**src/rtl/lane_unstripe_4to1.sv**
```systemverilog
// lane_unstripe_4to1
//   Receive-side lane un-striping for the 4-lane PHY datapath. One 4-lane word
//   (per-lane byte plus per-lane valid mask) is accepted per handshake. Its valid
//   lanes are then emitted in ascending lane order as a single byte stream with
//   valid/ready flow control. Lanes whose mask bit is clear are skipped without a
//   bubble cycle.
//
// Ports
//   clk            clock, all state updates on posedge
//   reset          synchronous, active-low reset
//   in_valid       4-lane word offered
//   in_lane_valid  bit n = lane n carries a byte
//   in_data0..3    lane 0..3 bytes
//   in_ready       word accepted when in_valid && in_ready
//   out_data       current serialised byte (0 when nothing is pending)
//   out_valid      out_data valid
//   out_ready      downstream accepts; byte consumed on out_valid && out_ready
//   out_last       out_data is the last pending byte of the current word
//   err_empty      1-cycle pulse after a word with an all-zero lane mask was accepted
//   byte_count     total bytes forwarded since reset, wraps modulo 2^CNT_W
module lane_unstripe_4to1 #(
  parameter int unsigned DATA_W = 8,
  parameter int unsigned CNT_W  = 16
) (
  input  logic              clk,
  input  logic              reset,
  input  logic              in_valid,
  input  logic [3:0]        in_lane_valid,
  input  logic [DATA_W-1:0] in_data0,
  input  logic [DATA_W-1:0] in_data1,
  input  logic [DATA_W-1:0] in_data2,
  input  logic [DATA_W-1:0] in_data3,
  output logic              in_ready,
  output logic [DATA_W-1:0] out_data,
  output logic              out_valid,
  input  logic              out_ready,
  output logic              out_last,
  output logic              err_empty,
  output logic [CNT_W-1:0]  byte_count
);

  typedef enum logic {
    IDLE,
    SEND
  } state_t;

  state_t            state, state_next;
  logic [3:0]        mask, mask_next;
  logic [DATA_W-1:0] hold      [4];
  logic [DATA_W-1:0] hold_next [4];
  logic [3:0]        lsb;
  logic              accept;
  logic              consume;

  // Output side and handshakes. SEND is held exactly while the pending mask is
  // non-zero, so the state doubles as the "any lane pending" flag.
  always_comb begin
    // Isolate the lowest pending lane: two's-complement trick.
    lsb       = mask & (~mask + 4'd1);
    out_valid = (state == SEND);
    // Exactly one bit set: clearing the lowest bit leaves nothing.
    out_last  = out_valid && ((mask & (mask - 4'd1)) == 4'd0);
    out_data  = '0;
    for (int unsigned i = 0; i < 4; i++) begin
      if (lsb[i]) out_data = hold[i];
    end
    consume   = out_valid && out_ready;
    // A new word may load in the same cycle the final byte of the current one
    // leaves, which is what keeps full-mask words streaming at 1 byte/cycle.
    in_ready  = (state == IDLE) || (consume && out_last);
    accept    = in_valid && in_ready;
  end

  // Next-state: hold register, pending mask and FSM.
  always_comb begin
    mask_next  = mask;
    hold_next  = hold;
    state_next = state;

    if (accept) begin
      mask_next = in_lane_valid;
      hold_next = '{in_data0, in_data1, in_data2, in_data3};
    end else if (consume) begin
      mask_next = mask & ~lsb;
    end

    case (state)
      IDLE: if (accept && (in_lane_valid != 4'd0)) state_next = SEND;
      SEND: if (consume && out_last && !(accept && (in_lane_valid != 4'd0)))
              state_next = IDLE;
      default: state_next = IDLE;
    endcase
  end

  always_ff @(posedge clk) begin
    if (!reset) begin
      state      <= IDLE;
      mask       <= '0;
      hold       <= '{default: '0};
      byte_count <= '0;
      err_empty  <= 1'b0;
    end else begin
      state     <= state_next;
      mask      <= mask_next;
      hold      <= hold_next;
      if (consume) byte_count <= byte_count + 1'b1;
      err_empty <= accept && (in_lane_valid == 4'd0);
    end
  end

endmodule

```
**config.mk**
```make
export PLATFORM = sky130hd
export DESIGN_NAME = lane_unstripe_4to1
export DESIGN_NICKNAME = d
export VERILOG_FILES = /design/src/rtl/lane_unstripe_4to1.sv
export SDC_FILE = /design/constraint.sdc
export NUM_CORES = 1
export LEC_CHECK = 0
export BUFFER_PORTS_ARGS = -buffer_cell sky130_fd_sc_hd__buf_2
export CORE_MARGIN = 3
export CORE_UTILIZATION = 44
export DETAILED_ROUTE_END_ITERATION = 8
export PLACE_DENSITY = 0.71
export RECOVER_POWER = 100
export SYNTH_ARGS = -nofsm -noshare
export SYNTH_HDL_FRONTEND = slang
export SYNTH_SLANG_ARGS = --single-unit
```
**constraint.sdc**
```tcl
create_clock -name clk -period 1.4 [get_ports clk]
set_input_delay 0.07 -clock clk [delete_from_list [all_inputs] [get_ports clk]]
set_output_delay 0.07 -clock clk [all_outputs]
set_load 0.005 [all_outputs]
```
==> metrics.cfg <==
[status]
status = finished, violations left
violations = setup timing

[routing]
drtIter0Drc = 105
drtPass1Iterations = 4
drt_wl_total_um = 7221
drc = 0
wl_per_cell_um = 14.89
final_antenna_net_count = 0
route.vias.total = 2561
vias_per_cell = 5.280

[yosys]
avgSynthCellArea_sq_um = 9.246
synth.cell_area_sq_mm = 0.002728
synth-edff-count = 0
yosysUniqueCellTypes = 39
syn-instance-count = 295
synthFlopType = dfxtp_1
synthArstFlopShare_pct = 0
synth_nets = 336
ys_seq_area_share_pct = 39.63
yosys_warnings = 0
ys_seq_elements = 54

[final_layout]
final_cell_count_no_fill = 485
fillCellCount = 484
design_area_sq_mm = 0.003985
final_common_cell = buf_2
fin_nets = 450
multi_input_area_sq_mm = 0.001613
areaGrowthSynthToFinish_pct = 46.10
antenna_cells = 0
mostFrequentLayoutCells = buf_2, nand2_1, dfxtp_1
seqCellArea_sq_mm = 0.001097
final_core_util_pct = 66.91
final_layout_size_suffix_gt1_share_pct = 51.95

[place]
placed_area_sq_mm = 0.003364
dp_cells = 450
dpl.hpwl_um = 4882
place.gp.congestion = 0.8189
io_buffers = 67

[sta]
fin_crit_sh_pct = 114.5
setup_viol = 47
whs_ps = 4.305
slew_viol_final = 0
hold_violations = 0
setup_slack_ps = -203.5
tightest_slew_ps = 362.1
fmax_ghz = 0.6236
finalCriticalPeriod_ps = 1604
rsz0062_at_grt = yes
fin_skew_ps = 4.512
relSlewSlack_pct = 75.86

[power_and_ir_drop]
power.leakage_nw = 1.656
ir_drop_mv = 0.5805
p_clk_share_pct = 29.4
power_frac_comb_pct = 20.9
p_int_mw = 2.482
p_seq_share_pct = 49.7
powerDensity_mw_per_mm2 = 847.4
power.total_mw = 3.377
power.net_switching_mw = 0.8952
swShare_pct = 26.51

[clocking]
htreeDepth = 2
clkLatencyLatePin_ps = 300
cts_buffers = 5
cts_tree = yes
clk_pin_slew_ps = 90
cts.sinks = 54
clock_path_buffers = 2
cts_root_buf = clkbuf_8

[worst_setup_path]
cp.arrival_ps = 1530
worstSetupPathType = reg2out
crit_path_start_kind = flop
end_kind = output pin
critPathMaxFanout = 4
worstPathRequired_ps = 1330

[global_routing]
antenna_found_initial = 0
grtUsageTotal_pct = 19.42
grt_max_degree = 66
grt_pass1_vias = 2446
grt_pass1_wl_um = 11430
grt_overflow = 0

[floorplanning]
die_w_um = 84.74
die_area_sq_mm = 0.007180
fp-row-count = 28
ios = 68
initial_core_util_pct = 45.80
core_sq_mm = 0.005956
die_height_um = 84.74

[run]
cap_violations = 0

[min_path]
hold_class = in2reg

==> critical path, cell delays in order (launching register included) <==
cell and delay [ps]:
dfxtp_4 370, buf_4 140, a211oi_4 260, nor2_2 110, o21ai_2 200, buf_2 150
==> Yosys cell counts, types with 5 or more instances <==
cell,n,share of area [%]
a21oi_1,15,2.8
nand3b_1,8,2.2
buf_2,11,2.0
dfxtp_1,54,40
nand2_1,50,6.9
o21ai_2,27,8.7
nand4_1,5,1.1
xor2_1,10,3.2
nor2_1,14,1.9
clkbuf_1,5,0.69
a221o_1,8,2.9
nand3_2,27,9.9
o21ai_1,9,1.7
nand3_1,10,1.8
==> per-stage QoR <==
step / worst slack [ps] / TNS [ps]
6_report: -203.5 / -7308
5_1_grt: -287.6 / -10760
4_1_cts: -180.6 / -4589
3_5_place_dp: -61.74 / -536.4
3_3_place_gp: 2.407 / 0
2_1_floorplan: 3.602 / 0
==> logic make-up (layout without fill, tap and decap cells) <==
group / count (synthesis) / in the layout / share of synthesized area (%)
buf+inv: 27 / 142 / 6.651
fa+ha+maj: 1 / 1 / 0.4586
compound gates: 68 / 68 / 19.77
flops: 54 / 54 / 39.63
simple gates: 134 / 134 / 29.95
xor+xnor: 11 / 11 / 3.532
==> path summary, 6_finish.rpt <==
path                             startpoint  endpoint  slack (ps)  cells past startpoint
worst max-delay path                mask[0]  in_ready        -200                      5
worst min-delay path            in_data3[2]   hold[2]           4                      3
worst max register to register      mask[2]   hold[5]        -200                      8
worst min register to register      hold[9]   hold[9]         460                      2
==> registers in the layout, summed over array words and instances, names as in the netlist <==
signal	cells
mask	4
err_empty	1
hold	32
out_valid	1
byte_count	16
==> layer usage <==
metal / GRT usage, % / up-vias / share of wire [%]
li1: - / 1275 / -
met1: 23.87 / 1222 / 41
met2: 34.09 / 57 / 53
met3: 5.103 / 7 / 4.6
met4: 4.173 / 0 / 1.1
met5: 0 / - / 0
==> layout make-up <==
type,count,area share (%)
inverter,3,0.2826
timing repair buffer,131,26.59
clock buffer,8,2.763
multi-input combinational,214,40.47
tap,75,2.355
sequential,54,27.54
==> power by group through the flow <==
stage,clock network [mW],logic (mW),registers [mW]
after floorplan,0,0.330,1.69
after global placement,0,0.533,1.70
after detailed placement,0,0.542,1.70
after CTS,1.01,0.605,1.67
after global routing,1.09,0.767,1.69
final,0.991,0.706,1.68
==> timing repair <==
| action | in CTS | in global routing |
|---|---|---|
| endpoints found under the setup margin | 44 | 52 |
| buffers inserted | 6 | 5 |
| pin swaps | 7 | 13 |
| gates cloned | 1 | 4 |
| resized for setup | 19 | 34 |
| hold buffers | 10 | 1 |
| hold endpoints to repair | 10 | 1 |
No activity file was read; power rests on OpenSTA's default activity.
